`config.mk`:
```
export PLATFORM = sky130hd
export DESIGN_NAME = mc_controller
export DESIGN_NICKNAME = d
export VERILOG_FILES = /design/src/rtl/mc_controller_pkg.sv /design/src/rtl/mc_controller_instr_decode.sv /design/src/rtl/mc_controller.sv
export SDC_FILE = /design/constraint.sdc
export NUM_CORES = 1
export LEC_CHECK = 0
export ABC_AREA = 1
export CELL_PAD_IN_SITES_DETAIL_PLACEMENT = 1
export CELL_PAD_IN_SITES_GLOBAL_PLACEMENT = 2
export CORE_ASPECT_RATIO = 1.25
export CORE_MARGIN = 4
export CORE_UTILIZATION = 10
export DETAILED_ROUTE_END_ITERATION = 7
export GPL_TIMING_DRIVEN = 0
export MAX_ROUTING_LAYER = met4
export PLACE_DENSITY_LB_ADDON = 0.1
export REMOVE_ABC_BUFFERS = 1
export SYNTH_ARGS = -nofsm -noshare
export SYNTH_HDL_FRONTEND = slang
export SYNTH_SLANG_ARGS = --single-unit
```
`constraint.sdc`:
```
create_clock -name clk -period 4 [get_ports clk]
set_clock_uncertainty 0.2 [all_clocks]
set_input_delay 0.8 -clock clk [delete_from_list [all_inputs] [get_ports clk]]
set_output_delay 0.8 -clock clk [all_outputs]
set_load 0.02 [all_outputs]
```
`src/rtl/mc_controller_pkg.sv`:
```
// Shared definitions for the multi-cycle controller: state encoding,
// instruction type codes, ALU operation codes and the decoded-field and
// control-bundle structures passed between the decoder and the FSM.
package mc_controller_pkg;

    // Binary state encoding, also driven onto the debug state port.
    localparam logic [3:0] ST_FETCH    = 4'd0;
    localparam logic [3:0] ST_DECODE   = 4'd1;
    localparam logic [3:0] ST_DP_EXEC  = 4'd2;
    localparam logic [3:0] ST_DP_WB    = 4'd3;
    localparam logic [3:0] ST_MEM_ADDR = 4'd4;
    localparam logic [3:0] ST_MEM_RD   = 4'd5;
    localparam logic [3:0] ST_MEM_WB   = 4'd6;
    localparam logic [3:0] ST_MEM_WR   = 4'd7;
    localparam logic [3:0] ST_BRANCH   = 4'd8;

    typedef enum logic [1:0] {
        TYPE_DP  = 2'b00,
        TYPE_MEM = 2'b01,
        TYPE_BR  = 2'b10,
        TYPE_RSV = 2'b11
    } instr_type_e;

    localparam logic [2:0] ALU_ADD = 3'b000;
    localparam logic [2:0] ALU_SUB = 3'b001;
    localparam logic [2:0] ALU_AND = 3'b010;
    localparam logic [2:0] ALU_ORR = 3'b011;
    localparam logic [2:0] ALU_EOR = 3'b100;
    localparam logic [2:0] ALU_MOV = 3'b101;
    localparam logic [2:0] ALU_MVN = 3'b110;
    localparam logic [2:0] ALU_CMP = 3'b111;

    typedef struct packed {
        instr_type_e itype;
        logic [2:0]  opcode;
        logic        cmp_only;
        logic        set_flags;
        logic        imm;
        logic        load;
        logic        link;
    } dec_t;

    typedef struct packed {
        logic [2:0] alu_control;
        logic       pc_write;
        logic       ir_write;
        logic       regwrite;
        logic       ld_v;
        logic       ld_n;
        logic       ld_z;
        logic       ld_c;
        logic       i_or_d;
        logic       wd_sel;
        logic       mdr_sel;
        logic       op_sel;
        logic       op2_sel;
        logic       mux_sel;
        logic       pc_set;
        logic       data_sel;
        logic       rr_sel;
        logic       wr_sel;
        logic       mem_read;
        logic       mem_write;
    } ctrl_t;

    // A data-processing op updates the flags when S is set or when it is a
    // compare-only op (which has no other visible effect).
    function automatic logic writes_flags(input dec_t d);
        return d.set_flags | d.cmp_only;
    endfunction

    // Stores need the A/B register read path selecting the store-data
    // register throughout the instruction.
    function automatic logic is_store(input dec_t d);
        return (d.itype == TYPE_MEM) && !d.load;
    endfunction

endpackage

```
`src/rtl/mc_controller_instr_decode.sv`:
```
// Combinational field decode of the instruction register.
// Ports:
//   instr - IR contents from the datapath
//   dec   - decoded type and control fields
module mc_controller_instr_decode
    import mc_controller_pkg::*;
(
    input  logic [31:0] instr,
    output dec_t        dec
);

    // Register numbers, offsets and immediates are consumed by the datapath
    // directly; only the control fields are looked at here.
    logic unused_bits;
    assign unused_bits = ^{instr[31:30], instr[26], instr[19:0]};

    always_comb begin
        dec           = '0;
        dec.itype     = instr_type_e'(instr[29:28]);
        dec.opcode    = instr[23:21];
        dec.cmp_only  = instr[24];
        dec.set_flags = instr[20];
        dec.imm       = instr[25];
        dec.load      = instr[20];
        dec.link      = instr[27];
    end

endmodule

```
`src/rtl/mc_controller.sv`:
```
// Multi-cycle processor control FSM (Moore). Sequences fetch, decode and
// execution of data-processing, load/store and branch instructions by
// driving the datapath write enables, mux selects and memory strobes.
// Ports:
//   clk, rst                 - clock, asynchronous active-low reset
//   instr, condition         - IR contents and condition-pass flag
//   ALU_control              - ALU operation
//   PC_Write/IR_Write/regwrite, ld_V/N/Z/C - write/load enables
//   I_or_D ... wr_sel        - datapath mux selects
//   mem_read, mem_write      - memory strobes
//   state                    - current state (debug)
//
// state     | meaning
// ----------+--------------------------------------------------
// FETCH     | read IR from memory at PC, PC <= PC+1
// DECODE    | read registers, check condition, dispatch on type
// DP_EXEC   | ALU operation, optional flag load
// DP_WB     | write ALU result to destination register
// MEM_ADDR  | compute effective address base + offset
// MEM_RD    | read memory into MDR
// MEM_WB    | write MDR to destination register
// MEM_WR    | write store data to memory
// BRANCH    | PC <= PC+1+offset, optional link to R15
module mc_controller
    import mc_controller_pkg::*;
(
    input  logic        clk,
    input  logic        rst,
    input  logic [31:0] instr,
    input  logic        condition,
    output logic [2:0]  ALU_control,
    output logic        PC_Write,
    output logic        IR_Write,
    output logic        regwrite,
    output logic        ld_V,
    output logic        ld_N,
    output logic        ld_Z,
    output logic        ld_C,
    output logic        I_or_D,
    output logic        WD_sel,
    output logic        MDR_sel,
    output logic        OP_sel,
    output logic        OP2_sel,
    output logic        MUX_sel,
    output logic        Pc_set,
    output logic        Data_sel,
    output logic        rr_sel,
    output logic        wr_sel,
    output logic        mem_read,
    output logic        mem_write,
    output logic [3:0]  state
);

    dec_t       dec;
    logic [3:0] state_q;
    logic [3:0] state_d;
    ctrl_t      ctrl_d;
    ctrl_t      ctrl;

    mc_controller_instr_decode u_instr_decode (
        .instr (instr),
        .dec   (dec)
    );

    always_ff @(posedge clk or negedge rst) begin
        if (!rst) begin
            state_q <= ST_FETCH;
        end else begin
            state_q <= state_d;
        end
    end

    always_comb begin
        state_d = ST_FETCH;
        unique case (state_q)
            ST_FETCH: state_d = ST_DECODE;
            ST_DECODE: begin
                if (!condition || dec.itype == TYPE_RSV) begin
                    state_d = ST_FETCH;
                end else if (dec.itype == TYPE_DP) begin
                    state_d = ST_DP_EXEC;
                end else if (dec.itype == TYPE_MEM) begin
                    state_d = ST_MEM_ADDR;
                end else begin
                    state_d = ST_BRANCH;
                end
            end
            ST_DP_EXEC:  state_d = dec.cmp_only ? ST_FETCH : ST_DP_WB;
            ST_DP_WB:    state_d = ST_FETCH;
            ST_MEM_ADDR: state_d = dec.load ? ST_MEM_RD : ST_MEM_WR;
            ST_MEM_RD:   state_d = ST_MEM_WB;
            ST_MEM_WB:   state_d = ST_FETCH;
            ST_MEM_WR:   state_d = ST_FETCH;
            ST_BRANCH:   state_d = ST_FETCH;
            default:     state_d = ST_FETCH;
        endcase
    end

    // Moore outputs; ALU_control defaults to ADD, every other signal to 0.
    always_comb begin
        ctrl_d             = '0;
        ctrl_d.alu_control = ALU_ADD;
        unique case (state_q)
            ST_FETCH: begin
                ctrl_d.i_or_d   = 1'b0;
                ctrl_d.ir_write = 1'b1;
                ctrl_d.op_sel   = 1'b1;
                ctrl_d.data_sel = 1'b1;
                ctrl_d.pc_write = 1'b1;
                ctrl_d.mem_read = 1'b1;
            end
            ST_DECODE: begin
                ctrl_d.rr_sel = is_store(dec);
            end
            ST_DP_EXEC: begin
                ctrl_d.op2_sel     = dec.imm;
                ctrl_d.alu_control = dec.opcode;
                ctrl_d.ld_v        = writes_flags(dec);
                ctrl_d.ld_n        = writes_flags(dec);
                ctrl_d.ld_z        = writes_flags(dec);
                ctrl_d.ld_c        = writes_flags(dec);
            end
            ST_DP_WB: begin
                ctrl_d.regwrite = 1'b1;
                ctrl_d.mdr_sel  = 1'b1;
            end
            ST_MEM_ADDR: begin
                ctrl_d.op2_sel = 1'b1;
                ctrl_d.rr_sel  = is_store(dec);
            end
            ST_MEM_RD: begin
                ctrl_d.i_or_d   = 1'b1;
                ctrl_d.mem_read = 1'b1;
            end
            ST_MEM_WB: begin
                ctrl_d.regwrite = 1'b1;
            end
            ST_MEM_WR: begin
                ctrl_d.i_or_d    = 1'b1;
                ctrl_d.mem_write = 1'b1;
                ctrl_d.rr_sel    = 1'b1;
            end
            ST_BRANCH: begin
                ctrl_d.op_sel   = 1'b1;
                ctrl_d.pc_set   = 1'b1;
                ctrl_d.data_sel = 1'b1;
                ctrl_d.pc_write = 1'b1;
                ctrl_d.regwrite = dec.link;
                ctrl_d.wr_sel   = dec.link;
                ctrl_d.wd_sel   = dec.link;
            end
            default: ctrl_d = '0;
        endcase
    end

    // The state register resets to FETCH, whose outputs are active; gating
    // with rst keeps every strobe low for as long as reset is held.
    always_comb begin
        ctrl = rst ? ctrl_d : '0;
    end

    assign state       = state_q;
    assign ALU_control = ctrl.alu_control;
    assign PC_Write    = ctrl.pc_write;
    assign IR_Write    = ctrl.ir_write;
    assign regwrite    = ctrl.regwrite;
    assign ld_V        = ctrl.ld_v;
    assign ld_N        = ctrl.ld_n;
    assign ld_Z        = ctrl.ld_z;
    assign ld_C        = ctrl.ld_c;
    assign I_or_D      = ctrl.i_or_d;
    assign WD_sel      = ctrl.wd_sel;
    assign MDR_sel     = ctrl.mdr_sel;
    assign OP_sel      = ctrl.op_sel;
    assign OP2_sel     = ctrl.op2_sel;
    assign MUX_sel     = ctrl.mux_sel;
    assign Pc_set      = ctrl.pc_set;
    assign Data_sel    = ctrl.data_sel;
    assign rr_sel      = ctrl.rr_sel;
    assign wr_sel      = ctrl.wr_sel;
    assign mem_read    = ctrl.mem_read;
    assign mem_write   = ctrl.mem_write;

endmodule

```
After elaboration in Yosys (flattened, before gate mapping) --
Cells that the tools add are included.
Storage, ports and cells: bits in registers 4, bits of input ports 35, output and inout port bits 26
Operators by class: bitwise operators 1, multiplexer cells 20, reduce and logical (&&, ||, !) cells 11, equality and inequality tests 10
Operator list (number):
- 22-bit two-way mux | 1
- 4-bit case mux with 5 select lines | 1
- 4-bit by 3-bit == test with 1-bit output, second input constant | 4
- 4-bit two-way mux | 4
- 2-bit OR reduction | 5
- 4-bit by 2-bit == test with 1-bit output, second input constant | 2
- 1-bit two-way mux | 8
- 1-bit case mux with 2 select lines | 3
- 4-bit by 1-bit == test with 1-bit output, second input constant | 1
- 4-bit == test, second input constant | 1
- 4-bit zero test | 1
- 2-bit two-way mux | 2
- 3-bit two-way mux | 1
- 2-bit by 1-bit == test with 1-bit output, second input constant | 1
- 2-bit == test, second input constant | 1
- 1-bit zero test | 2
- 2-bit zero test | 1
- 1-bit logical AND | 1
- 1-bit logical OR | 1
- 1-bit OR | 1

Depth between registers and ports, before layout --
Gate-level depths: netlist of the first run.
depth in word-level cells 5, mapped depth 6, depth with buffers taken out 6

By module --
A second synthesis of the first run with hierarchy kept.
Unflattened totals: cells, all modules 91, area, all modules 530.5 sq um
By module, submodules not included:
- mc_controller | seq. area each 100.1 sq um, area each 455.4 sq um, cells an instance 81, times used 1
- mc_controller_instr_decode | seq. area each 0.0 sq um, area each 75.1 sq um, cells an instance 10, times used 1

Least setup slack after synthesis of the first run --
No wires, ideal clock.
path kind input-to-output, start point input port rst, end point output port OP_sel, buffers on the path 2, arrival time 1.867 ns, path slack 1.133 ns, cell stages on the path 4, cells stage by stage buf_2 -> inv_1 -> nor3_1 -> buf_4
Between the ends: word-level cells in the longest chain between the ends 1
Ends and longest elaborated chain:
- start, declared | RTL line mc_controller.sv:28 | input logic rst,
- 22-bit two-way mux | RTL line mc_controller.sv:159 | ctrl = rst ? ctrl_d : '0;
- end, declared | RTL line mc_controller.sv:42 | output logic OP_sel,
No other way between the ends.

Final worst setup path of the first run --
start point input port rst, end point output port regwrite
Between the ends: word-level cells in the longest chain between the ends 1
Ends and longest elaborated chain:
- 22-bit two-way mux | RTL line mc_controller.sv:159
- end, declared | RTL line mc_controller.sv:34 | output logic regwrite,
No other way between the ends.

==> results of run 1 <==
-- kinds of logic after synthesis --
group	count (synthesis)	share of synthesized area
DFF	4	0.217
other	1	0.00814
AOI/OAI and AO/OA	2	0.0217
buffers and inverters	25	0.264
and+or+nand+nor	52	0.489
-- Yosys cell counts --
master / count / share of area
o21ai_0: 2 / 0.022
nand3_1: 7 / 0.076
dfrtp_1: 4 / 0.22
nand2_1: 19 / 0.15
buf_2: 1 / 0.011
nand4_1: 2 / 0.027
nor3_1: 2 / 0.022
inv_1: 17 / 0.14
nor2_2: 1 / 0.014
nand3b_1: 1 / 0.016
buf_4: 7 / 0.11
conb_1: 1 / 0.0081
nor2_1: 19 / 0.15
nor2_4: 1 / 0.024
-- report_power, final --
part | internal (mW) | switching, mW
combinational | 0.122 | 0.173
clock | 0.0641 | 0.0203
sequential | 0.0547 | 0.0255
-- worst paths after layout --
| kind | end | cells past startpoint |
|---|---|---|
| max | regwrite | 6 |
| min | state[0] | 1 |
| max in group asynchronous | state[2] | 1 |
| min in group asynchronous | state[0] | 1 |
| min reg2reg | state[0] | 1 |
| max reg2reg | state[0] | 3 |
-- routing by layer --
layer / GRT usage / vias to the layer above / share of wire
met3: 0.0189 / 0 / 0.047
met2: 0.122 / 14 / 0.55
met4: 0.0266 / 0 / 0
met5: - / - / 0
met1: 0.0816 / 270 / 0.40
li1: - / 306 / -
-- area by class of cell --
| type | instances | area (µm²) |
|---|---|---|
| multi-input combinational | 55 | 239 |
| tap | 58 | 72.6 |
| timing repair buffer | 36 | 360 |
| inverter | 17 | 63.8 |
| sequential | 4 | 100 |
| clock buffer | 3 | 41.3 |
| fill | 550 | 3550 |
-- worst max-delay path, cell delays in order --
cell and delay (ns):
clkdlybuf4s50_1 0.81, nand3_1 0.21, nor2_1 0.18, nor2_1 0.07, nand2_1 0.05, clkdlybuf4s50_1 0.60
-- per-stage QoR --
step | instances | util
2_1_floorplan | 76 | -
3_3_place_gp | 170 | 0.189
3_5_place_dp | 170 | 0.189
4_1_cts | 173 | 0.198
5_1_grt | 173 | 0.198
6_report | 173 | 0.198
==> flow_metrics.py, run 1 <==
metrics = {
    "routing": {
        "drc": 0,
        "dr.first_iter.drc_count": 3,
        "num_vias": 590,
        "first_pass_iters": 2,
        "drt-total-wl_mm": 1.88,
        "ant_nets": 0,
        "wl_per_cell_um": 10.9,
        "vias_per_cell": 3.41,
    },
    "min_path": {
        "hold_class": "register to register",
        "hp-start": "state[3]",
    },
    "clock_tree": {
        "cts.htree.levels": 1,
        "clkSlewWorstSetupHoldPaths_ns": 0.03,
        "cts-resized-gates": 0,
        "cts_buffer_depth": 2,
        "cts_made_buffers": 3,
        "cts_sinks": 4,
        "cts_setup_buffers": 0,
        "cts_tree": "yes",
        "hold_buffers": 0,
        "root_buffer": "clkbuf_8",
        "clk_latency_ns": 0.21,
    },
    "yosys": {
        "yosysUniqueCellTypes": 14,
        "synth_seq_cells": 4,
        "synth_area_per_cell_um2": 5.48,
        "netlist_instances": 84,
        "ys_warn_count": 0,
        "ys_seq_area_frac": 0.217,
        "netlist_area_um2": 460,
    },
    "timing": {
        "hold_viol": 0,
        "tightest_slew_ns": 0.536,
        "fmax_mhz": 269,
        "max_slew_margin": 0.641,
        "slew_viol_final": 0,
        "fin_crit_sh": 0.930,
        "period_needed_ns": 3.72,
        "hold_ws_ns": 0.439,
        "final.setup.worst_slack_ns": 0.280,
        "rsz0062_at_grt": "no",
        "setup_viol": 0,
        "fin_setup_tns_ns": 0,
    },
    "worst_setup_path": {
        "critPathCaptureType": "output port",
        "cp_max_fo": 13,
        "startpoint": "rst",
        "critPathKind": "input pin to output port",
        "cp_data_arrival_time_ns": 2.72,
        "critical_path.reg2reg.startpoint": "state[1]",
        "worstPathRequired_ns": 3.00,
        "cp-start-kind": "input pin",
        "r2r_setup_slack_ns": 2.58,
    },
    "global_route": {
        "grt_pass1_wl_mm": 3.13,
        "first_global_vias": 622,
        "grt_use_total": 0.0731,
        "overflow": 0,
        "grt_max_degree": 14,
        "antenna_found_initial": 0,
    },
    "finish": {
        "mostFrequentLayoutCells": "36 x clkdlybuf4s50_1, 19 x nand2_1, 19 x nor2_1, 17 x inv_1, 7 x nand3_1",
        "largest_reg_flops": 4,
        "final_area_um2": 877,
        "final_layout_size_suffix_gt1_frac": 0.0435,
        "fin_nets": 152,
        "area_growth_pct": 90.5,
        "final_common_cell": "clkdlybuf4s50_1",
        "diodes": 0,
    },
    "power_and_ir_drop": {
        "leakage_nw": 0.403,
        "irDropWorstVdd_v": 0.000119,
        "p_total_mw": 0.459,
        "power_density_mw_per_mm2": 524,
    },
    "floorplanning": {
        "coreArea_mm2": 0.00443,
        "die_area_mm2": 0.00576,
        "die_h_um": 83.9,
        "rows": 27,
        "ioPinCount": 61,
        "dieWidth_um": 68.7,
        "initial_core_util": 0.104,
    },
    "placed_design": {
        "gp_congestion": 0.731,
        "hpwlAfterDp_mm": 1.63,
        "portBuffers": 36,
        "dp_slack_ns": 0.229,
        "placed_cell_area_um2": 836,
    },
    "run_status": {
        "status": "finished, final reports clean",
    },
    "flow_run": {
        "maxCapViolCount": 0,
    },
}
Note: power is estimated with default switching activity, not from simulation.
==> inputs of run 2 (changes only) <==
clock period = 3.3 ns   (was 4 ns; I/O delays follow)
==> flow_metrics.py, run 2 (same netlist as run 1, synthesis figures left out) <==
metrics = {
    "run_status": {
        "status": "finished, final reports clean",
    },
    "power_and_ir_drop": {
        "intPower_mw": 0.291,
        "p_switching_mw": 0.265,
        "irDropWorstVdd_v": 0.000144,
        "swShare": 0.476,
        "p_total_mw": 0.556,
        "power_frac_seq": 0.175,
        "power_density_mw_per_mm2": 638,
        "leakage_nw": 0.403,
        "combPwrFrac": 0.641,
        "clockPowerShare": 0.184,
    },
    "worst_setup_path": {
        "worstPathRequired_ns": 2.44,
        "cp_data_arrival_time_ns": 2.10,
        "critPathKind": "register to output port",
        "critPathCaptureType": "output port",
        "cp-start-kind": "register",
        "cp_max_fo": 8,
    },
    "clock_tree": {
        "hold_buffers": 0,
        "clk_latency_ns": 0.21,
        "cts_made_buffers": 3,
        "cts_tree": "yes",
        "cts.htree.levels": 1,
        "root_buffer": "clkbuf_8",
        "cts_sinks": 4,
        "clkSlewWorstSetupHoldPaths_ns": 0.03,
        "cts_buffer_depth": 2,
    },
    "finish": {
        "final_layout_size_suffix_gt1_frac": 0.0522,
        "mostFrequentLayoutCells": "35 x clkdlybuf4s50_1, 19 x nand2_1, 19 x nor2_1, 17 x inv_1, 7 x nand3_1",
        "largest_reg_flops": 4,
        "final_area_um2": 872,
        "area_growth_pct": 89.4,
        "diodes": 0,
        "final_common_cell": "clkdlybuf4s50_1",
        "fin_nets": 152,
    },
    "placed_design": {
        "placed_cell_area_um2": 836,
        "gp_congestion": 0.731,
        "portBuffers": 36,
        "hpwlAfterDp_mm": 1.63,
    },
    "timing": {
        "hold_viol": 0,
        "slew_viol_final": 0,
        "setup_viol": 0,
        "fmax_mhz": 338,
        "hold_ws_ns": 0.125,
        "rsz0062_at_grt": "no",
        "period_needed_ns": 2.96,
        "fin_crit_sh": 0.897,
        "fin_setup_tns_ns": 0,
    },
    "flow_run": {
        "maxCapViolCount": 0,
    },
    "routing": {
        "drc": 0,
        "dr.first_iter.drc_count": 3,
        "num_vias": 592,
        "drt-total-wl_mm": 1.87,
        "vias_per_cell": 3.42,
        "first_pass_iters": 2,
        "ant_nets": 0,
        "wl_per_cell_um": 10.8,
    },
    "floorplanning": {
        "ioPinCount": 61,
        "initial_core_util": 0.104,
        "coreArea_mm2": 0.00443,
        "die_area_mm2": 0.00576,
        "dieWidth_um": 68.7,
        "die_h_um": 83.9,
        "rows": 27,
    },
    "min_path": {
        "hold_class": "input pin to asynchronous set/reset pin",
    },
    "global_route": {
        "grt_max_degree": 14,
        "grt_use_total": 0.0731,
        "grt_pass1_wl_mm": 3.13,
        "antenna_found_initial": 0,
        "first_global_vias": 622,
        "overflow": 0,
    },
}
-- run 2: cell type report --
cell class	count	area (µm²)
multi-input combinational	55	239
tap	58	72.6
fill	551	3550
sequential	4	100
inverter	17	63.8
timing repair buffer	36	355
clock buffer	3	41.3
-- run 2: path summary, 6_finish.rpt --
check / startpoint / to / depth (start not counted) / slack [ns]
max: state[1] / PC_Write / 4 / 0.34
min: rst / state[0] / 1 / 0.12
max reg2reg: state[1] / state[0] / 3 / 1.88
min reg2reg: state[3] / state[0] / 1 / 0.44
max in group asynchronous: rst / state[2] / 1 / 2.55
min in group clk: state[3] / state[0] / 1 / 0.44
-- run 2: power groups by stage --
stage | registers [mW] | logic (mW) | clock network, mW
after floorplan | 0.109 | 0.173 | 0
after global placement | 0.0984 | 0.368 | 0
after detailed placement | 0.0993 | 0.366 | 0
after CTS | 0.0988 | 0.366 | 0.106
after global routing | 0.103 | 0.392 | 0.111
final | 0.0972 | 0.357 | 0.102
-- run 2: stage by stage --
step                setup WS (ns)  std cells  utilization
finish                      0.341        173        0.197
global route               0.0833        173        0.197
CTS                        0.0799        173        0.198
floorplan                   0.347         76            -
global placement           -0.192        170        0.189
detailed placement         -0.191        170        0.189
-- run 2: layer usage --
| metal | vias to the layer above | track usage | part of all wire |
|---|---|---|---|
| met5 | - | - | 0 |
| met4 | 0 | 0.0266 | 0 |
| met1 | 272 | 0.0816 | 0.40 |
| met2 | 14 | 0.122 | 0.56 |
| met3 | 0 | 0.0189 | 0.047 |
| li1 | 306 | - | - |
-- run 2: what timing repair did --
action / in CTS / in global routing
resized for setup: 1 / 2
buffers inserted: 0 / 0
endpoints found under the setup margin: 16 / 9
-- run 2: critical path, cell delays in order, from the launching register on --
cell,delay [ns]
dfrtp_1,0.47
nor2_1,0.39
inv_1,0.11
nor3_1,0.25
clkdlybuf4s50_1,0.67
==> inputs of run 3 (changes only) <==
CTS_BUF_LIST = sky130_fd_sc_hd__clkbuf_2   (was unset)
==> flow_metrics.py, run 3 (same netlist as run 1, synthesis figures left out) <==
metrics = {
    "global_route": {
        "first_global_vias": 630,
        "overflow": 0,
        "grt_max_degree": 14,
        "antenna_found_initial": 0,
        "grt_use_total": 0.0720,
        "grt_pass1_wl_mm": 3.11,
    },
    "worst_setup_path": {
        "worstPathRequired_ns": 2.44,
        "cp_data_arrival_time_ns": 2.09,
        "cp-start-kind": "register",
        "critPathKind": "register to output port",
        "r2r_cells": 3,
        "critPathCaptureType": "output port",
        "cp_max_fo": 8,
    },
    "floorplanning": {
        "dieWidth_um": 68.7,
        "initial_core_util": 0.104,
        "die_area_mm2": 0.00576,
        "die_h_um": 83.9,
        "coreArea_mm2": 0.00443,
        "rows": 27,
        "ioPinCount": 61,
    },
    "timing": {
        "final.setup.worst_slack_ns": 0.350,
        "setup_viol": 0,
        "slew_viol_final": 0,
        "fin_crit_sh": 0.894,
        "fmax_mhz": 339,
        "hold_viol": 0,
        "fin_setup_tns_ns": 0,
        "period_needed_ns": 2.95,
        "hold_ws_ns": 0.136,
        "rsz0062_at_grt": "no",
    },
    "routing": {
        "dr.first_iter.drc_count": 3,
        "drc": 0,
        "ant_nets": 0,
        "wl_per_cell_um": 10.8,
        "drt-total-wl_mm": 1.87,
        "num_vias": 595,
        "vias_per_cell": 3.44,
        "first_pass_iters": 2,
    },
    "clock_tree": {
        "cts_sinks": 4,
        "cts_setup_buffers": 0,
        "cts.htree.levels": 1,
        "cts_tree": "yes",
        "cts_buffer_depth": 2,
        "cts_made_buffers": 3,
        "clk_latency_ns": 0.20,
        "clkSlewWorstSetupHoldPaths_ns": 0.04,
        "root_buffer": "clkbuf_2",
    },
    "placed_design": {
        "dp_slack_ns": -0.191,
        "hpwlAfterDp_mm": 1.63,
        "portBuffers": 36,
        "gp_congestion": 0.731,
    },
    "power_and_ir_drop": {
        "leakage_nw": 0.394,
        "irDropWorstVdd_v": 0.000121,
        "power_density_mw_per_mm2": 588,
    },
    "flow_run": {
        "maxCapViolCount": 0,
    },
    "finish": {
        "diodes": 0,
        "largest_reg_flops": 4,
        "final_common_cell": "clkdlybuf4s50_1",
        "mostFrequentLayoutCells": "35 x clkdlybuf4s50_1, 19 x nand2_1, 19 x nor2_1, 17 x inv_1, 7 x nand3_1",
        "area_growth_pct": 83.7,
        "fillerInstances": 557,
        "fin_nets": 152,
        "final_util": 0.191,
        "final_layout_size_suffix_gt1_frac": 0.0522,
    },
    "run_status": {
        "status": "finished, final reports clean",
    },
    "min_path": {
        "hold_class": "input pin to asynchronous set/reset pin",
    },
}
-- run 3: cell counts in the layout (fill, tap and decap cells not counted) --
No cell type changed its count.
-- run 3: power by group --
part	switching, mW	internal [mW]
combinational	0.209	0.147
sequential	0.0310	0.0662
clock	0.0192	0.0245
total	0.260	0.238
-- run 3: worst max-delay path, cell delays in order (launching register included) --
cell,delay [ns]
dfrtp_1,0.47
nor2_1,0.39
inv_1,0.11
nor3_1,0.25
clkdlybuf4s50_1,0.67
-- run 3: routing by layer --
metal	vias to the layer above	track usage	routed length, µm
met3	2	0.0148	91
met1	273	0.0816	733
met5	-	-	0
li1	306	-	-
met4	0	0.0266	19
met2	14	0.121	1020
-- run 3: area by class of cell --
| class | instances | area [µm²] | area share |
|---|---|---|---|
| well taps | 58 | 72.6 | 0.0858 |
| inverters | 17 | 63.8 | 0.0754 |
| flip-flops and latches | 4 | 100 | 0.118 |
| multi-input cells | 55 | 239 | 0.283 |
| repair buffers | 36 | 355 | 0.420 |
| clock buffers | 3 | 15.0 | 0.0178 |
-- run 3: stage by stage --
stage | std cells | power, mW | area (µm²)
floorplan | 76 | 0.281 | 403
global placement | 170 | 0.467 | 836
detailed placement | 170 | 0.465 | 836
CTS | 173 | 0.512 | 850
global route | 173 | 0.546 | 846
finish | 173 | 0.497 | 846
-- run 3: what timing repair did --
action | 4_1_cts | 5_1_grt
hold buffers | 0 | 0
endpoints found under the setup margin | 16 | 9
resized for setup | 1 | 2
-- run 3: path summary, 6_finish.rpt --
kind | startpoint | end | slack, ns
min in group clk | state[3] | state[0] | 0.44
worst min-delay path | rst | state[0] | 0.14
worst max register to register | state[1] | state[0] | 1.88
worst min register to register | state[3] | state[0] | 0.44
max in group asynchronous | rst | state[2] | 2.54
worst max-delay path | state[1] | PC_Write | 0.35
==> patch 1 (config.mk and constraints of run 2) <==
Register the inputs `instr` and `condition` before use, without a reset. The logic sees them one clock later.
--- a/src/rtl/mc_controller.sv
+++ b/src/rtl/mc_controller.sv
@@ -51,6 +51,14 @@
     output logic [3:0]  state
 );
 
+    logic [31:0] instr_q;
+    logic condition_q;
+
+    always_ff @(posedge clk) begin
+        instr_q     <= instr;
+        condition_q <= condition;
+    end
+
     dec_t       dec;
     logic [3:0] state_q;
     logic [3:0] state_d;
@@ -58,7 +66,7 @@
     ctrl_t      ctrl;
 
     mc_controller_instr_decode u_instr_decode (
-        .instr (instr),
+        .instr (instr_q),
         .dec   (dec)
     );
 
@@ -75,7 +83,7 @@
         unique case (state_q)
             ST_FETCH: state_d = ST_DECODE;
             ST_DECODE: begin
-                if (!condition || dec.itype == TYPE_RSV) begin
+                if (!condition_q || dec.itype == TYPE_RSV) begin
                     state_d = ST_FETCH;
                 end else if (dec.itype == TYPE_DP) begin
                     state_d = ST_DP_EXEC;
Check against the original RTL: not equivalent (a bounded check fails within 4 cycles, from zero or initial values and one cycle with rst low).
==> patch 1 against run 2 <==
- total power up 35%
- design area up 28%
- hold slack worse by 0.039 ns
- setup slack worse by 0.012 ns
- area after synthesis up 45%
- critical path depth up 2
- wire length up 21%
- sequential power up 140%
- maximum frequency down 0.41%
- sequential cell count up 10
- critical endpoint is now ld_V
- largest cell class unchanged
==> patch 1: results <==
{
  "dpl.hpwl_um": 1880,
  "status": "finished, final reports clean",
  "routed-via-count": 659,
  "htreeDepth": 1,
  "antenna_found_initial": 0,
  "critPathMaxFanout": 5,
  "yosysUniqueCellTypes": 15,
  "pre_cts_ws_ns": -0.276,
  "synth_commonest_cells": "nand2_1, nor2_1, inv_1",
  "drt_pre_antenna_iters": 2,
  "grt_max_degree": 13,
  "post_cts_buffers": 0,
  "yosysSeqAreaShare_pct": 45.1,
  "wl_um": 2270,
  "dpl.cell_count": 211,
  "drt_iter0_markers": 16,
  "ys_top_cells_by_area": "dfxtp_1, dfrtp_1, nand2_1",
  "layout-drive-gt1-share_pct": 6.30,
  "yosysWarnings": 0,
  "grt_pass1_vias": 757,
  "p_leak_nw": 0.493,
  "largest_reg_flops": 9,
  "port-buffer-count": 36,
  "grt_usage_pct": 6.25,
  "nets": 164,
  "gp_congestion": 0.638,
  "grt_pass1_wl_um": 3750,
  "clkLatencyLatePin_ns": 0.25,
  "nFillCells": 817,
  "critPathArrivalTime_ns": 2.11,
  "cts_buffers": 3,
  "cts_buffer_depth": 2,
  "postSynth.asyncResetShare_pct": 28.6,
  "n_antenna_cell": 0,
  "clkTransAtPathRegs_ns": 0.06,
  "syn_inst": 96,
  "cts_resized": 2,
  "cts_root_buffer": "clkbuf_8",
  "largest-register": "instr_q",
  "hp-class": "in -> async",
  "ir_drop_v": 0.000145,
  "r2r_cells": 3,
  "viasPerCell": 3.08
}
patch 1: changes by cell type in the layout (fill, tap and decap cells not counted), moves of 2 or more:
| cell | change |
|---|---|
| dfxtp_1 | +10 |
| nand2_1 | +6 |
| nor2_1 | -3 |
| inv_1 | -2 |
patch 1: cell families after synthesis:
kind of cell	after synthesis	synth area share (%)
other	1	0.563
AOI/OAI and AO/OA	3	2.44
DFF	14	45.1
buffers and inverters	24	18.0
and+or+nand+nor	54	33.8
patch 1: path summary, 6_finish.rpt:
check,startpoint,to,slack [ns]
worst min register to register,condition_q,state[3],0.28
worst max-delay path,state[3],ld_V,0.33
worst min-delay path,rst,state[1],0.09
max in group asynchronous,rst,state[2],2.58
worst max register to register,state[1],state[0],1.98
min in group clk,condition_q,state[3],0.28
patch 1: where the power goes:
part	leakage (nW)	switching (W)	internal [W]
combinational	0.335	0.000225	0.000154
clock	0.0216	0.0000645	0.0000808
sequential	0.137	0.0000352	0.000194
patch 1: final cells by class:
cell class	count	area (µm²)	area share [%]
repair buffers	36	355	31.9
flip-flops and latches	14	300	27.0
multi-input cells	58	248	22.2
well taps	87	109	9.78
inverters	16	60.1	5.39
clock buffers	3	41.3	3.71
patch 1: per-stage QoR:
step | TNS [ns] | area [µm²]
6_report | 0 | 1110
4_1_cts | 0 | 1120
3_5_place_dp | -2.42 | 1070
5_1_grt | 0 | 1110
2_1_floorplan | 0 | 606
3_3_place_gp | -2.66 | 1070
patch 1: worst max-delay path: stages, from the launching register on:
cell and delay (ns):
dfrtp_1 0.44, inv_1 0.13, nand2_1 0.12, nor2_1 0.15, nand2_1 0.13, nor2_1 0.23
clkdlybuf4s50_1 0.66
patch 1: metal layers:
layer / wire (µm) / track usage [%]
met4: 0 / 1.95
met5: 0 / -
met1: 1090 / 7.96
met2: 1020 / 9.36
met3: 166 / 1.99
==> patch 2 (flow settings as in run 2) <==
Without the edit above. Put a register stage on the output `ld_N`, cleared by the reset. The value now appears one clock later. The other outputs are not delayed to match.
--- a/src/rtl/mc_controller.sv
+++ b/src/rtl/mc_controller.sv
@@ -165,7 +165,13 @@
     assign IR_Write    = ctrl.ir_write;
     assign regwrite    = ctrl.regwrite;
     assign ld_V        = ctrl.ld_v;
-    assign ld_N        = ctrl.ld_n;
+    always_ff @(posedge clk or negedge rst) begin
+        if (!rst) begin
+            ld_N <= '0;
+        end else begin
+            ld_N <= ctrl.ld_n;
+        end
+    end
     assign ld_Z        = ctrl.ld_z;
     assign ld_C        = ctrl.ld_c;
     assign I_or_D      = ctrl.i_or_d;
Check against the original RTL: not equivalent (Yosys sat finds a counterexample within 4 cycles, from zero or initial values and one cycle with rst low).
==> patch 2 against run 2 <==
- sequential power increased by 12%
- cell count unchanged
- total power increased by 4.9%
- via count unchanged
- setup slack got worse by 0.15 ns
- design area increased by 2.7%
- area after synthesis increased by 1.4%
- wire length increased by 5.3%
- clock power increased by 11%
- sequential cell count increased by 1
- critical path type is now in -> out
- highest routed layer is now met4
==> patch 2: results <==
{
  "pg_clk_w": 0.000113,
  "cts_resized": 3,
  "yosysSeqAreaShare_pct": 26.8,
  "grt_max_degree": 15,
  "grt_usage_pct": 7.52,
  "use_met1_pct": 7.42,
  "critPathMaxFanout": 14,
  "nFillCells": 570,
  "worst_hold_slack_ns": 0.226,
  "drt_iter0_markers": 15,
  "p_leak_nw": 0.408,
  "synth.avg_cell_area_um2": 5.69,
  "cp-endpoint": "Data_sel",
  "critPathLaunch": "rst",
  "critPathArrivalTime_ns": 2.25,
  "dpl.hpwl_um": 1720,
  "dpl.cell_count": 169,
  "synth_compound_gate_area_share_pct": 2.14,
  "wl_um": 1970,
  "grt_pass1_wl_um": 3330,
  "status": "finished, final reports clean",
  "post-route-period-util_pct": 94.1,
  "wire_per_inst_um": 11.4,
  "switching_share_pct": 46.9,
  "pre_cts_ws_ns": -0.414,
  "rr_startpoint": "state[3]",
  "met2_usage_pct": 13.3,
  "ir_drop_v": 0.000197,
  "reg2reg_slack_ns": 1.77,
  "use_met3_pct": 1.56,
  "dpl_cell_area_um2": 850
}
==> patch 2: layout make-up <==
cell class	count	area, µm²	share of cell area (%)
repair buffers	36	362	40.4
multi-input cells	56	239	26.7
flip-flops and latches	5	125	14.0
well taps	58	72.6	8.10
inverters	14	52.6	5.87
clock buffers	4	45.0	5.03
==> patch 2: worst max-delay path, stage by stage <==
cell             delay, ns
clkdlybuf4s15_2       0.38
inv_1                 0.18
nor3_1                0.34
clkdlybuf4s50_1       0.69
==> patch 2: per-stage QoR <==
stage          setup TNS, ns  total power (W)
6_report                   0         0.000584
5_1_grt                    0         0.000636
4_1_cts                    0         0.000599
3_5_place_dp           -3.30         0.000481
3_3_place_gp           -2.96         0.000481
2_1_floorplan              0         0.000297
==> patch 2: metal layers <==
layer,vias to the layer above,part of all wire [%]
met1,267,40
li1,305,-
met4,0,2.5
met5,-,0
met3,5,4.1
met2,15,53
